File: src/rtl/cyclic_lock_pkg.sv
// Shared types and constants for the cyclic-lock key/evaluation controller.
// FSM state enum, c17 family widths and settle-counter width helper.
package cyclic_lock_pkg;

  localparam int C17_KEY_W = 2;
  localparam int C17_IN_W  = 5;
  localparam int C17_OUT_W = 2;

  typedef enum logic [1:0] {
    IDLE,
    READY,
    SETTLE,
    CAPTURE
  } state_t;

  // Counter only needs to hold n-1, never n.
  function automatic int cnt_w(input int n);
    return (n < 3) ? 1 : $clog2(n);
  endfunction

endpackage

File: src/rtl/cyclic_key_shadow.sv
// Serial key shadow register plus committed active key and key_valid flag.
// Shift and commit may coincide; commit takes the pre-shift shadow.
module cyclic_key_shadow
  import cyclic_lock_pkg::*;
#(
  parameter int KEY_W = C17_KEY_W
) (
  input  logic             clk,
  input  logic             rst,
  input  logic             key_sin,
  input  logic             key_shift,
  input  logic             commit,
  output logic [KEY_W-1:0] key_out,
  output logic             key_valid
);

  logic [KEY_W-1:0] shadow;
  logic [KEY_W-1:0] shadow_nxt;

  generate
    if (KEY_W == 1) begin : g_one
      assign shadow_nxt = key_sin;
    end else begin : g_many
      assign shadow_nxt = {shadow[KEY_W-2:0], key_sin};
    end
  endgenerate

  always_ff @(posedge clk or posedge rst) begin
    if (rst) begin
      shadow    <= '0;
      key_out   <= '0;
      key_valid <= 1'b0;
    end else begin
      if (key_shift) shadow <= shadow_nxt;
      if (commit) begin
        key_out   <= shadow;
        key_valid <= 1'b1;
      end
    end
  end

endmodule

File: src/rtl/cyclic_key_eval_ctrl.sv
// Key loader and settle/capture sequencer for cyclic-locked combinational cores.
// Optional oscillation flag built only with CYCLIC_OSC_DETECT_EN defined.
module cyclic_key_eval_ctrl
  import cyclic_lock_pkg::*;
#(
  parameter int KEY_W      = C17_KEY_W,
  parameter int IN_W       = C17_IN_W,
  parameter int OUT_W      = C17_OUT_W,
  parameter int SETTLE_CYC = 4
) (
  input  logic             clk,
  input  logic             rst,
  input  logic             key_sin,
  input  logic             key_shift,
  input  logic             key_commit,
  output logic [KEY_W-1:0] key_out,
  output logic             key_valid,
  input  logic             in_valid,
  output logic             in_ready,
  input  logic [IN_W-1:0]  in_data,
  output logic [IN_W-1:0]  core_in,
  input  logic [OUT_W-1:0] core_out,
  output logic             out_valid,
  output logic [OUT_W-1:0] out_data,
  output logic             osc_err
);

  localparam int CW = cnt_w(SETTLE_CYC);
  localparam logic [CW-1:0] CNT_LOAD = CW'(SETTLE_CYC - 1);

  state_t          state;
  state_t          nxt;
  logic [CW-1:0]   cnt;
  logic            commit_ok;
  logic            accept;
  logic            cnt_zero;
  logic            last_settle;

  assign commit_ok   = key_commit &
                       ((state == IDLE) | (state == READY));
  assign accept      = (state == READY) & in_valid;
  assign cnt_zero    = (cnt == '0);
  assign last_settle = (state == SETTLE) & cnt_zero;
  assign in_ready    = (state == READY);
  assign out_valid   = (state == CAPTURE);

  cyclic_key_shadow #(
    .KEY_W(KEY_W)
  ) u_shadow (
    .clk      (clk),
    .rst      (rst),
    .key_sin  (key_sin),
    .key_shift(key_shift),
    .commit   (commit_ok),
    .key_out  (key_out),
    .key_valid(key_valid)
  );

  always_comb begin
    nxt = state;
    unique case (state)
      IDLE:    if (commit_ok) nxt = READY;
      READY:   if (in_valid) nxt = SETTLE;
      SETTLE:  if (cnt_zero) nxt = CAPTURE;
      CAPTURE: nxt = READY;
      default: nxt = IDLE;
    endcase
  end

  always_ff @(posedge clk or posedge rst) begin
    if (rst) begin
      state    <= IDLE;
      cnt      <= '0;
      core_in  <= '0;
      out_data <= '0;
    end else begin
      state <= nxt;
      if (accept) begin
        core_in <= in_data;
        cnt     <= CNT_LOAD;
      end else if ((state == SETTLE) && !cnt_zero) begin
        cnt <= cnt - 1'b1;
      end
      // Sampled at the end of the last settle cycle so it is valid with out_valid.
      if (last_settle) out_data <= core_out;
    end
  end

`ifdef CYCLIC_OSC_DETECT_EN
  logic osc_q;

  // A stable core still shows the settled sample while capturing.
  always_ff @(posedge clk or posedge rst) begin
    if (rst) begin
      osc_q <= 1'b0;
    end else if (accept) begin
      osc_q <= 1'b0;
    end else if ((state == CAPTURE) && (core_out != out_data)) begin
      osc_q <= 1'b1;
    end
  end

  assign osc_err = osc_q;
`else
  assign osc_err = 1'b0;
`endif

endmodule

File: config.mk
export PLATFORM = sky130hd
export DESIGN_NAME = cyclic_key_eval_ctrl
export DESIGN_NICKNAME = d
export VERILOG_FILES = /design/src/rtl/cyclic_lock_pkg.sv /design/src/rtl/cyclic_key_shadow.sv /design/src/rtl/cyclic_key_eval_ctrl.sv
export SDC_FILE = /design/constraint.sdc
export NUM_CORES = 1
export LEC_CHECK = 0
export ABC_CLOCK_PERIOD_IN_PS = 1400
export CORE_ASPECT_RATIO = 0.9
export CORE_MARGIN = 5
export CORE_UTILIZATION = 40
export CTS_BUF_LIST = sky130_fd_sc_hd__clkbuf_4 sky130_fd_sc_hd__clkbuf_8
export DETAILED_ROUTE_END_ITERATION = 12
export GPL_TIMING_DRIVEN = 0
export PLACE_DENSITY = 0.73
export SLEW_MARGIN = 20
export SYNTH_ARGS = -nofsm -noshare
export SYNTH_HDL_FRONTEND = slang
export SYNTH_SLANG_ARGS = --single-unit
File: constraint.sdc
create_clock -name clk -period 1.4 [get_ports clk]
set_input_delay 0.21 -clock clk [delete_from_list [all_inputs] [get_ports clk]]
set_output_delay 0.21 -clock clk [all_outputs]
set_load 0.02 [all_outputs]
==> Flow_metrics.wiki <==
{| class="wikitable"
! Metric !! Value
|-
| Non-filler cells in the finished layout || 109
|-
| Die outline width || 54.98 um
|-
| Hold violation total from the final report || 0
|-
| Synth top area share || 54.98%
|-
| R2R depth || 5
|-
| Biggest fanout along the worst timing path || 3
|-
| Number of library cell types mapped by synthesis || 17
|-
| Finish-stage setup viols || 0
|-
| Synth-to-Final Area Change || 43.99%
|-
| Detail Placement HPWL || 955.9 um
|-
| Initial standard-cell utilization of the core || 42.86%
|-
| Critical path launch point type || flop
|-
| Length of routed met2 wiring || 537 um
|-
| Cells traversed along the worst timing path || inv_2, ha_2, nand2b_1, nand3_1, mux2_4
|-
| Cell class contributing the biggest share of worst-path delay || flip-flops
|-
| Outcome || complete, no violations
|-
| Layout Utilization || 61.71%
|-
| Ranking of synthesized cells by area || dfrtp_1, mux2_2, ha_1
|-
| Die ar. || 2775 um2
|-
| Worst Path Buf+Inv || 1
|-
| Highest layer used for signal routing || met4
|-
| Number of global-route vias before repair || 487
|-
| Largest stage delay on the critical path || 450 ps
|-
| Fill count || 158
|-
| Standard cell core area || 1699 um2
|-
| GR Util All Layers || 11.53%
|-
| DRC || 0
|-
| Cell with the most instances after synthesis || dfrtp_1
|-
| Tcrit/Tclk final || 95.41%
|-
| Seq cells post-synth || 16
|-
| Sequential element share of the synthesized area || 54.98%
|-
| Pwr Density || 2062 nW/um2
|-
| Post-Route WL || 1282 um
|-
| Worst IR Drop VDD || 0.9889 mV
|-
| Netlist area before placement || 728.2 um2
|-
| Max-slew headroom || 59.56%
|-
| Ranking of synthesized cells by instance count || dfrtp_1, mux2_2, ha_1, inv_1, nand2_1
|-
| Tightest Pin Transition || 605.9 ps
|-
| Net count of the mapped netlist || 73
|-
| Max-Cap Viols || 0
|-
| Max frequency || 748.6 MHz
|-
| Largest net degree at the start of global routing || 17
|-
| Routability-driven placement congestion ratio || 0.7071
|-
| Layout cell share with drive strength beyond 1 || 35.29%
|-
| Setup crit start || state[0]
|-
| Wire length per cell || 11.76 um
|-
| Mean area per synthesized cell || 13.24 um2
|-
| Cts hold-fix bufs || 0
|-
| Via density || 4.523
|-
| Synth Flop Type || dfrtp_1
|-
| CTS Buf Count || 3
|-
| Vertical extent of the die || 50.48 um
|-
| Clock H-tree levels || 1
|-
| Post-synthesis instance total || 55
|-
| Cell with the biggest individual delay on the critical path || dfrtp_2
|-
| Internal power || 1.365 mW
|-
| Antenna viol nets, final || 0
|-
| Number of DRC markers in iteration 0 || 4
|-
| Number of sinks driven by the clock tree || 16
|-
| Lkg Pwr || 0.4869 nW
|-
| Worst skew pair latency || 290 ps
|-
| Number of placement rows || 14
|-
| Reg2Reg Capture Point || state[1]
|-
| Clock Tree Buf Depth || 2
|-
| Maximum clock skew at final layout || 2.003 ps
|-
| Number of pins exceeding their max-slew limit in the final report || 0
|-
| Sw power || 797.6 uW
|-
| Number of antenna cells inserted || 0
|-
| DP Cell Count || 103
|-
| Length of routed wiring on met1 || 566 um
|-
| Wire length of the first global-routing pass || 2214 um
|-
| Leading area contributor after synthesis || dfrtp_1
|-
| Class of the tightest hold or removal check || primary input to async pin
|-
| Relative contribution of sequential cells to total power || 34.8%
|-
| Capture point of the critical path || state[1]
|-
| Via count || 493
|-
| Fin nets || 104
|-
| Number of antenna violations at the first check in global routing || 0
|-
| Type of the worst setup path || flop to flop
|-
| Overall power || 2.162 mW
|-
| Combinational power share || 50.6%
|-
| Post-synth ARST share || 100.0%
|-
| Warnings, synthesis || 0
|-
| CTS tree || done
|-
| Clock-pin transition on the worst setup and hold timing paths || 100 ps
|-
| Crit. path cell count || 5
|-
| Part of the power in the clock network || 14.6%
|-
| Number of buffers added on ports || 24
|-
| Switching share of power || 36.89%
|-
| Reg2reg setup slack || 60 ps
|-
| First-pass DRT Iterations || 2
|-
| Arrival time at the worst endpoint || 1520 ps
|-
| Beginning of the worst register-to-register path || state[0]
|-
| Accumulated negative setup slack || 0 ps
|-
| Data required time at the worst endpoint || 1590 ps
|-
| Congestion Overflow GR || 0
|-
| Met3 layer wire length in the routed design || 147 um
|-
| Ports placed on the boundary || 26
|-
| Unrepaired setup endpoints after global routing || false
|-
| Root Buffer || clkbuf_4
|-
| Type of element capturing the critical path || flop
|-
| Minimum period implied by the final worst setup slack || 1336 ps
|-
| Number of synthesized flops with an enable pin || 0
|}
-- worst register-to-register path, delay by kind of cell (launching register included) --
family,cells,cell delay (ps)
buffers and inverters,1,90
flip-flops,1,450
AND/OR/NAND/NOR,2,200
multiplexers,1,300
adder cells (fa/ha/maj),1,190
-- worst min-delay path by stage --
| stage | endpoint |
|---|---|
| after floorplan | cnt[0] |
| final | core_in[4] |
| after global placement | u_shadow.key_valid |
| after detailed placement | u_shadow.key_valid |
| after global routing | core_in[0] |
| after CTS | core_in[4] |
-- placed cells by master (no fill, tap or decap), types with 2 or more instances in the layout --
cell,synthesis,layout
mux2_2,11,11
inv_2,0,2
ha_1,5,2
nand2b_1,3,3
nand2_1,4,4
clkbuf_4,0,3
dlygate4sd2_1,0,10
clkdlybuf4s50_1,0,12
buf_4,1,4
ha_2,0,2
inv_1,5,3
dfrtp_1,16,15
-- state kept, by name, summed over array words and instances, names as in the netlist --
register            flops
u_shadow.key_out        2
state                   2
u_shadow.shadow         2
core_in                 5
out_data                2
u_shadow.key_valid      1
cnt                     2
-- timing repair --
item                       CTS  global route
pin swaps                    0             1
cloned                       0             0
setup endpoints to repair   12            10
setup buffers                0             2
hold endpoints to repair     0             0
gates resized for setup     17             8
-- layout make-up --
| class | instances | area, um2 | area share (%) |
|---|---|---|---|
| flip-flops and latches | 16 | 401.6 | 38.31 |
| multi-input cells | 33 | 319.1 | 30.43 |
| repair buffers | 26 | 235.2 | 22.43 |
| clock buffers | 4 | 36.28 | 3.461 |
| well taps | 24 | 30.03 | 2.864 |
| inverters | 5 | 18.77 | 1.790 |
| plain buffers | 1 | 7.507 | 0.7160 |
-- per-layer routing --
layer	GRT usage [%]	vias to the layer above
li1	-	241
met1	14.07	231
met2	16.14	19
met3	6.213	2
met4	6.073	0
met5	0	-
-- cell families (layout without fill, tap and decap cells) --
group / count (synthesis) / after routing / synth area share, %
compound gates: 3 / 3 / 3.094
xor+xnor: 1 / 1 / 1.203
fa+ha+maj: 5 / 5 / 8.591
buf+inv: 6 / 36 / 3.609
flops: 16 / 16 / 54.98
mux: 12 / 12 / 19.07
other cells: 1 / 1 / 0.5150
simple gates: 11 / 11 / 8.934
-- metrics by stage --
step | instance area (um2) | hold WS (ps) | worst slack [ps]
after floorplan | 730.7 | 123.7 | 78.51
after CTS | 1021 | 288.2 | -69.15
after detailed placement | 1001 | 454.3 | -167.7
after global routing | 1049 | 320.5 | 1.332
after global placement | 1001 | 449.3 | -153.0
final | 1049 | 274.2 | 64.22
-- power groups by stage --
stage	Clock, mW	Combinational, mW	Sequential [mW]
CTS	0.334	1.04	0.751
detailed placement	0	1.15	0.767
global route	0.361	1.20	0.785
global placement	0	1.14	0.759
finish	0.315	1.09	0.753
floorplan	0	0.548	0.924
No activity file was read; power rests on OpenSTA's default activity.
